<file path="src/rtl/axil_master_bridge.sv">
// Simple request/response to AXI4-Lite master bridge.
// A single transaction is in flight at a time: a request is taken in IDLE,
// driven onto the read or write channels, and completed with a one-cycle
// resp_valid pulse carrying read data and the slave error flag.
//
//   state          | meaning
//   ---------------+-----------------------------------------------------
//   IDLE           | ready for a new request, req_ready high
//   RD_ADDR        | arvalid high with the registered address
//   RD_DATA        | rready high, waiting for the read beat
//   WR_ADDR_DATA   | awvalid/wvalid high until each has handshaken
//   WR_RESP        | bready high, waiting for the write response
module axil_master_bridge #(
   parameter int ADDR_WIDTH = 30,
   parameter int DATA_WIDTH = 32
) (
   input  logic                    clk,
   input  logic                    rst,

   input  logic                    req_valid,
   output logic                    req_ready,
   input  logic                    req_we,
   input  logic [ADDR_WIDTH-1:0]   req_addr,
   input  logic [DATA_WIDTH-1:0]   req_wdata,
   input  logic [DATA_WIDTH/8-1:0] req_wstrb,

   output logic                    resp_valid,
   output logic [DATA_WIDTH-1:0]   resp_rdata,
   output logic                    resp_err,

   output logic [ADDR_WIDTH-1:0]   m_axil_awaddr,
   output logic [2:0]              m_axil_awprot,
   output logic                    m_axil_awvalid,
   input  logic                    m_axil_awready,

   output logic [DATA_WIDTH-1:0]   m_axil_wdata,
   output logic [DATA_WIDTH/8-1:0] m_axil_wstrb,
   output logic                    m_axil_wvalid,
   input  logic                    m_axil_wready,

   input  logic [1:0]              m_axil_bresp,
   input  logic                    m_axil_bvalid,
   output logic                    m_axil_bready,

   output logic [ADDR_WIDTH-1:0]   m_axil_araddr,
   output logic [2:0]              m_axil_arprot,
   output logic                    m_axil_arvalid,
   input  logic                    m_axil_arready,

   input  logic [DATA_WIDTH-1:0]   m_axil_rdata,
   input  logic [1:0]              m_axil_rresp,
   input  logic                    m_axil_rvalid,
   output logic                    m_axil_rready
);

   localparam int STRB_WIDTH = DATA_WIDTH / 8;

   localparam logic [2:0] S_IDLE         = 3'd0;
   localparam logic [2:0] S_RD_ADDR      = 3'd1;
   localparam logic [2:0] S_RD_DATA      = 3'd2;
   localparam logic [2:0] S_WR_ADDR_DATA = 3'd3;
   localparam logic [2:0] S_WR_RESP      = 3'd4;

   logic [2:0]            state;
   logic [ADDR_WIDTH-1:0] addr_q;
   logic [DATA_WIDTH-1:0] wdata_q;
   logic [STRB_WIDTH-1:0] wstrb_q;
   logic                  aw_done;
   logic                  w_done;

   logic req_fire;
   logic aw_hs;
   logic w_hs;
   logic aw_complete;
   logic w_complete;

   // Only bit 1 of an AXI response distinguishes OKAY/EXOKAY from errors.
   logic unused_resp_bits;
   assign unused_resp_bits = m_axil_rresp[0] ^ m_axil_bresp[0];

   // Channel controls decode straight from registered state, so they cannot
   // glitch or change while a handshake is pending.
   assign req_ready      = (state == S_IDLE);
   assign m_axil_arvalid = (state == S_RD_ADDR);
   assign m_axil_rready  = (state == S_RD_DATA);
   assign m_axil_awvalid = (state == S_WR_ADDR_DATA) && !aw_done;
   assign m_axil_wvalid  = (state == S_WR_ADDR_DATA) && !w_done;
   assign m_axil_bready  = (state == S_WR_RESP);

   assign m_axil_awaddr = addr_q;
   assign m_axil_araddr = addr_q;
   assign m_axil_awprot = 3'b000;
   assign m_axil_arprot = 3'b000;
   assign m_axil_wdata  = wdata_q;
   assign m_axil_wstrb  = wstrb_q;

   assign req_fire    = req_valid && req_ready;
   assign aw_hs       = m_axil_awvalid && m_axil_awready;
   assign w_hs        = m_axil_wvalid && m_axil_wready;
   assign aw_complete = aw_done || aw_hs;
   assign w_complete  = w_done || w_hs;

   // Transaction sequencer; the read/write direction is carried by the state
   // chosen at accept time, so no separate direction register is kept.
   always_ff @(posedge clk or posedge rst) begin
      if (rst) begin
         state      <= S_IDLE;
         addr_q     <= '0;
         wdata_q    <= '0;
         wstrb_q    <= '0;
         aw_done    <= 1'b0;
         w_done     <= 1'b0;
         resp_valid <= 1'b0;
         resp_rdata <= '0;
         resp_err   <= 1'b0;
      end else begin
         resp_valid <= 1'b0;
         case (state)
            S_IDLE: begin
               if (req_fire) begin
                  addr_q  <= req_addr;
                  wdata_q <= req_wdata;
                  wstrb_q <= req_wstrb;
                  aw_done <= 1'b0;
                  w_done  <= 1'b0;
                  state   <= req_we ? S_WR_ADDR_DATA : S_RD_ADDR;
               end
            end
            S_RD_ADDR: begin
               if (m_axil_arready) begin
                  state <= S_RD_DATA;
               end
            end
            S_RD_DATA: begin
               if (m_axil_rvalid) begin
                  resp_rdata <= m_axil_rdata;
                  resp_err   <= m_axil_rresp[1];
                  resp_valid <= 1'b1;
                  state      <= S_IDLE;
               end
            end
            S_WR_ADDR_DATA: begin
               aw_done <= aw_complete;
               w_done  <= w_complete;
               if (aw_complete && w_complete) begin
                  state <= S_WR_RESP;
               end
            end
            S_WR_RESP: begin
               if (m_axil_bvalid) begin
                  resp_err   <= m_axil_bresp[1];
                  resp_valid <= 1'b1;
                  state      <= S_IDLE;
               end
            end
            default: begin
               state <= S_IDLE;
            end
         endcase
      end
   end

endmodule

</file>
<file path="config.mk">
export PLATFORM = sky130hd
export DESIGN_NAME = axil_master_bridge
export DESIGN_NICKNAME = d
export VERILOG_FILES = /design/src/rtl/axil_master_bridge.sv
export SDC_FILE = /design/constraint.sdc
export NUM_CORES = 1
export LEC_CHECK = 0
export CELL_PAD_IN_SITES_DETAIL_PLACEMENT = 1
export CELL_PAD_IN_SITES_GLOBAL_PLACEMENT = 1
export CORE_ASPECT_RATIO = 1.2
export CORE_MARGIN = 10
export CORE_UTILIZATION = 29
export DETAILED_ROUTE_END_ITERATION = 7
export PLACE_DENSITY_LB_ADDON = 0.1
export SLEW_MARGIN = 20
export SYNTH_ARGS = -nofsm -noshare
export SYNTH_HDL_FRONTEND = slang
export SYNTH_SLANG_ARGS = --single-unit
</file>
<file path="constraint.sdc">
create_clock -name clk -period 4.3 [get_ports clk]
set_input_delay 1.29 -clock clk [delete_from_list [all_inputs] [get_ports clk]]
set_output_delay 1.29 -clock clk [all_outputs]
set_load 0.1 [all_outputs]
</file>
Yosys cells after proc, flatten, opt, wreduce, memory -nomap -nowiden
Index checks and enable logic that the tools add are counted.
Cells by class
  eq/ne operators: 9
  mux-type cells: 16
  reductions and logical operators: 18
Operators with widths (count)
  3-bit two-way mux: 5
  3-bit case mux with 5 select lines: 1
  1-bit case mux with 2 select lines: 4
  3-bit by 2-bit == test with 1-bit output (second input constant): 2
  1-bit logical AND: 6
  2-bit by 1-bit inequality test with 1-bit output (second input constant): 3
  2-bit AND reduction: 3
  1-bit two-way mux: 5
  5-bit AND reduction: 1
  2-bit inequality test (second input constant): 2
  2-bit nonzero test: 2
  3-bit by 1-bit == test with 1-bit output (second input constant): 1
  3-bit == test (second input constant): 1
  3-bit logical NOT: 1
  3-bit AND reduction: 1
  1-bit logical NOT: 2
  1-bit logical OR: 2
  2-bit two-way mux: 1
Word-level totals
  flip-flop bits (word level): 105
  input port bits: 111
  output and inout port bits: 142
  logic and storage cells: 52

Depth between registers and ports, before layout
Gate-level depths: netlist (run 1).
  depth in word-level cells: 7
  mapped depth: 6

Worst setup path after synthesis (run 1)
Ideal clock, no wire load.
  path type: register to output
  from: register state[1]
  to: output m_axil_bready
  arrival: 2.873 ns
  required time: 3.010 ns
  setup slack: 0.137 ns
  cell stages (with the launch flop): 3
  path buffers: 1
  path through: dfrtp_1 clkbuf_1 nor3b_1
On the way
  longest elaborated chain between the ends: 1
Ends and longest elaborated chain
  start: declaration: line 64  | logic [2:0] state;
  start signal: assignment: line 126  | state <= req_we ? S_WR_ADDR_DATA : S_RD_ADDR;
  3-bit == test: line 88  | assign m_axil_bready = (state == S_WR_RESP);
  end: declaration: line 43  | output logic m_axil_bready,
Every way passes these cells.

Worst setup path in the final report (run 1)
  from: register addr_q[10], in the netlist m_axil_araddr[10]
  to: output m_axil_awaddr[10]
RTL lines
  start: declaration: line 65  | logic [ADDR_WIDTH-1:0] addr_q;
  start signal: assignment: line 121  | addr_q <= req_addr;
  end: declaration: line 31  | output logic [ADDR_WIDTH-1:0] m_axil_awaddr,
No word-level cell between the ends.

==> results of run 1 <==
==> per-layer routing <==
layer / routed length (um) / global-route usage / up-vias
met5: 0 / 0 / -
li1: - / - / 1372
met3: 1375 / 0.05670 / 11
met4: 183 / 0.04982 / 0
met1: 5170 / 0.1358 / 1544
met2: 7277 / 0.2266 / 136
==> cells in the final DEF (no fill, tap or decap) <==
| cell | n |
|---|---|
| nor3_1 | 1 |
| nor2_1 | 6 |
| or2_2 | 1 |
| nand3b_1 | 1 |
| mux2_4 | 29 |
| dfrtp_1 | 105 |
| nand4bb_1 | 1 |
| a21oi_1 | 5 |
| o2bb2ai_1 | 1 |
| clkdlybuf4s50_1 | 238 |
| o22ai_1 | 1 |
| buf_12 | 2 |
| inv_4 | 1 |
| clkinvlp_4 | 1 |
| mux2_2 | 69 |
| bufinv_16 | 4 |
| o21a_1 | 1 |
| clkbuf_8 | 1 |
| o211ai_1 | 1 |
| nand2b_1 | 2 |
| clkbuf_16 | 9 |
| or3b_2 | 1 |
| and2_4 | 1 |
| nor3_2 | 1 |
| buf_4 | 7 |
| nand2_1 | 2 |
| a21o_1 | 3 |
| o22a_1 | 1 |
| and2b_1 | 1 |
| inv_1 | 2 |
| nor3b_1 | 1 |
| conb_1 | 6 |
| nand4bb_2 | 1 |
==> sequential cells by signal, summed over array words and instances (netlist names) <==
name,cells
m_axil_wdata,32
state,3
w_done,1
resp_rdata,32
resp_valid,1
m_axil_araddr,30
aw_done,1
m_axil_wstrb,4
resp_err,1
==> path summary, 6_finish.rpt <==
| check | start | end | slack, ps | depth (start not counted) |
|---|---|---|---|---|
| max | m_axil_araddr[10] | m_axil_awaddr[10] | 1110 | 1 |
| min | resp_rdata[10] | resp_rdata[10] | 510 | 1 |
| max reg2reg | state[1] | m_axil_araddr[17] | 2190 | 4 |
| min reg2reg | resp_rdata[10] | resp_rdata[10] | 510 | 1 |
| max in group asynchronous | rst | w_done | 2290 | 3 |
| min in group asynchronous | rst | m_axil_wdata[27] | 1230 | 2 |
==> logic make-up after synthesis <==
logic type	after synthesis
DFF	105
muxes	98
buffers and inverters	53
and+or+nand+nor	20
AOI/OAI and AO/OA	13
other	1
==> worst register-to-register path, delay by kind of cell (launching register included) <==
kind	cells	cell delay, ps
AND/OR/NAND/NOR	2	730
buffers and inverters	1	340
multiplexers	1	400
flip-flops	1	520
==> stage by stage <==
stage | instances | cell area, sq um | worst slack [ps] | util
after floorplan | 295 | 4482 | 136.6 | -
after global placement | 696 | 6824 | 1175 | 0.4543
after detailed placement | 696 | 6824 | 1148 | 0.4543
after CTS | 711 | 7191 | 1074 | 0.4787
after global routing | 711 | 7191 | 1036 | 0.4787
final | 711 | 7191 | 1112 | 0.4787
==> area by class of cell <==
| type | instances | area, sq um |
|---|---|---|
| Sequential cell | 105 | 2628 |
| Multi-Input combinational cell | 137 | 1453 |
| Inverter | 3 | 13.76 |
| Fill cell | 1517 | 7830 |
| Clock inverter | 5 | 127.6 |
| Tap cell | 204 | 255.2 |
| Clock buffer | 10 | 239.0 |
| Timing Repair Buffer | 247 | 2475 |
==> impl_metrics.csv, run 1 <==
group,metric,value,unit
critical_path,crit_type,"reg2out",
routing,wirelength,14.01,mm
worst_hold_path,hp-class,"reg2reg",
critical_path,critPathTopFamily,"buffers and inverters",
yosys,synth_top_family_by_area,"multiplexers",
die,rows,49,
placed_design,dp_hpwl,11.06,mm
yosys,yosysWarnings,0,
yosys,synth-main-ff-cell,"dfrtp_1",
sta,skew,7.047,ps
cells_and_area,area_growth,61.12,%
placed_design,port-buffer-count,244,
yosys,yosys.area.top_type,"dfrtp_1",
cells_and_area,final_nets,614,
sta,fmax,313.7,MHz
clock_network,post_cts_resize_count,0,
critical_path,cpPeakStageDelay,1160,ps
critical_path,start_kind,"register",
yosys,synthAdderAreaFrac,0,
global_routing,grt_overflow,0,
clock_network,htreeDepth,3,
clock_network,cts_tree,"yes",
sta,rsz0062_at_grt,"false",
yosys,synth_edf_count,0,
global_routing,grt_use_total,0.1302,
sta,drv_slew,0,
sta,hold_ws,505.5,ps
clock_network,cts_hold_buffers,0,
routing,routed-via-count,3063,
sta,finalHoldViolCount,0,
yosys,netlist_area,4463,sq um
critical_path,crit_required,3010,ps
die,dieArea,20770,sq um
yosys,synth-seq-area-share,0.5887,
placed_design,gp_congestion,0.6782,
job,drv_cap,0,
yosys,synth_cell_types,29,
clock_network,numCtsBuffers,9,
die,io_pins,253,
sta,setup_viol,0,
global_routing,first_global_vias,3419,
yosys,synthArstFlopShare,1.000,
sta,maxSlewHeadroom,0.3139,
routing,drtIter0Drc,130,
sta,period_minus_slack,3188,ps
global_routing,grt_antenna_before_repair,0,
yosys,synth_top_area_frac,0.5887,
die,initial_utilization,0.2971,
yosys,synth_common_cells,"105 x dfrtp_1, 69 x mux2_2, 42 x buf_4",
routing,drc,0,
critical_path,cp_max_fo,3,
global_routing,grt_pass1_wl,20.91,mm
critical_path,cp_cell_sequence,"clkdlybuf4s50_1",
run_status,status,"completed",
yosys,synth-seq-cells,105,
yosys,synth_simple_gate_area_frac,0.02832,
yosys,synth.area.mux_share,0.2717,
critical_path,worstPathArrival,1900,ps
yosys,syn-instance-count,290,
clock_network,postCtsSetupBuffers,0,
yosys,synth_compound_area_frac,0.01934,
sta,fin_crit_sh,0.7413,
routing,first_pass_iters,3,
critical_path,endpoint_kind,"output port",
critical_path,path_buf_inv,1,
clock_network,path_clk_slew,70,ps
clock_network,cts.sinks,105,
yosys,synth_xor_area_frac,0,
yosys,synth.avg_cell_area,15.39,sq um
routing,wl_per_cell,19.70,um
clock_network,cts-root-buf,"clkbuf_16",
die,die_x,133.2,um
sta,setup-tns-final,0,ps
clock_network,cts.path.max_buffers,2,
cells_and_area,layout-drive-gt1-share,0.2525,
die,core-area,15020,sq um
cells_and_area,antennaDiodeCount,0,
yosys,synth.most_common_cell,"dfrtp_1",
die,die_h,155.9,um
routing,ant_nets,0,
clock_network,clock_latency,350,ps
routing,routed_via_density,4.308,
sta,worst_pin_slew,1026,ps
critical_path,cp_slowest_cell,"clkdlybuf4s50_1",
yosys,synth.area.top_cells,"dfrtp_1 59%, mux2_2 17%, mux2_4 9.8%, buf_4 7.1%, buf_8 1.0%",
global_routing,grt_start_max_net_pins,90,
Power of run 1 is left out: the tool's default activity adds up to more than one toggle a clock period on the data nets, which glitch-free logic cannot reach.
==> inputs of run 2 (changes only) <==
Settings changed: CORE_UTILIZATION 29 to 27.
Clock period 4.3 ns to 2.6 ns, I/O delays scaled along.
==> run 2 against run 1 <==
Effect of this change:
- sequential cell count unchanged
- routed wire length down 0.61%
- via count up 1.7%
- non-clock buffer count up 7
- die area up 6.4%
- global-route usage down 0.82 points
- largest cell class unchanged
- utilization down 4.9 points
- highest routed layer unchanged
==> impl_metrics.csv, run 2 (synthesis gave the netlist of run 1 again) <==
group,metric,value,unit
die,io_pins,253,
clock_network,cts-root-buf,"clkbuf_16",
routing,routed-via-count,3114,
die,dieArea,22090,sq um
placed_design,place_inst,711,
clock_network,htreeDepth,3,
run_status,status,"completed",
sta,hold_ws,508.7,ps
placed_design,post-place-ws,306.4,ps
global_routing,grt_antenna_before_repair,1,
die,die_h,160.8,um
sta,rsz0062_at_grt,"false",
routing,wl_per_cell,19.12,um
sta,period_minus_slack,2490,ps
cells_and_area,fillers,1729,
clock_network,cts_hold_buffers,0,
cells_and_area,mostFrequentLayoutCells,"135 x buf_4, 108 x clkdlybuf4s50_1, 105 x dfrtp_1",
cells_and_area,layout.cells.most_common,"buf_4",
sta,drv_slew,0,
sta,timing.final.ws_setup,109.9,ps
clock_network,numCtsBuffers,9,
clock_network,post_cts_resize_count,0,
cells_and_area,instances_no_fill,728,
clock_network,clock_latency,350,ps
routing,drtIter0Drc,109,
placed_design,gp_congestion,0.7357,
cells_and_area,utilization,0.4297,
clock_network,postCtsSetupBuffers,0,
global_routing,first_global_vias,3479,
sta,fmax,401.6,MHz
worst_hold_path,hp-class,"reg2reg",
critical_path,start_kind,"register",
critical_path,worstPathArrival,1710,ps
clock_network,cts_tree,"yes",
die,rows,51,
die,core-area,16210,sq um
global_routing,grt_start_max_net_pins,63,
cells_and_area,area_growth,56.04,%
job,drv_cap,0,
routing,first_pass_iters,4,
critical_path,crit_required,1820,ps
clock_network,cts.sinks,105,
routing,routed_via_density,4.277,
routing,ant_nets,0,
placed_design,dp_hpwl,11.07,mm
global_routing,grt_use_total,0.1220,
critical_path,endpoint_kind,"output port",
sta,fin_crit_sh,0.9577,
critical_path,crit_type,"reg2out",
die,die_x,137.4,um
sta,skew,5.965,ps
global_routing,grt_overflow,0,
clock_network,cts.path.max_buffers,2,
die,initial_utilization,0.2754,
routing,wirelength,13.92,mm
sta,finalHoldViolCount,0,
critical_path,cp_max_fo,9,
sta,setup_viol,0,
clock_network,path_clk_slew,70,ps
global_routing,grt_pass1_wl,20.48,mm
sta,maxSlewHeadroom,0.6139,
routing,drc,0,
cells_and_area,final_nets,621,
sta,worst_pin_slew,579.1,ps
placed_design,port-buffer-count,244,
cells_and_area,layout-drive-gt1-share,0.5223,
-- run 2: cell count changes in the layout (fill, tap and decap cells not counted), moves of 2 or more --
cell             before  now
clkinvlp_4            1    3
clkdlybuf4s50_1     238  108
nor2_1                6    4
buf_4                 7  135
bufinv_16             4    0
nor2_2                0    2
buf_12                2   11
clkinv_2              0    2
-- run 2: final timing paths --
check | depth (start not counted) | from | to | slack [ps]
worst min-delay path | 1 | resp_rdata[17] | resp_rdata[17] | 510
worst max-delay path | 4 | state[2] | m_axil_awvalid | 110
worst min register to register | 1 | resp_rdata[17] | resp_rdata[17] | 510
max in group asynchronous | 3 | rst | resp_rdata[5] | 1200
min in group asynchronous | 3 | rst | m_axil_wdata[14] | 880
worst max register to register | 5 | state[1] | m_axil_wdata[7] | 770
-- run 2: final cells by class --
class                           count  area (sq um)  share of cell area
Clock buffer                       10         229.0             0.03288
Timing Repair Buffer              254          2315              0.3324
Antenna cell                        1         2.502           0.0003593
Clock inverter                      6         42.54            0.006109
Inverter                            3         15.01            0.002156
Multi-Input combinational cell    137          1468              0.2107
Tap cell                          212         265.3             0.03809
Sequential cell                   105          2628              0.3773
-- run 2: metal layers --
layer	vias to the layer above	wire length, um	global-route usage
met1	1578	4842	0.1170
met5	-	0	0
met4	0	246	0.05134
li1	1394	-	-
met2	129	7647	0.2285
met3	13	1185	0.03995
-- run 2: critical path, stage by stage (launching register included) --
cell and delay (ps):
dfrtp_1 480, nand2b_1 210, or2_2 330, nor2_2 160
buf_12 190
-- run 2: metrics by stage --
step                      TNS (ps)  cell area (sq um)
after floorplan             -12250               4496
after global placement           0               6685
after detailed placement         0               6685
after CTS                        0               6957
after global routing             0               6964
final                            0               6964
Power of run 2 is left out for the same reason.
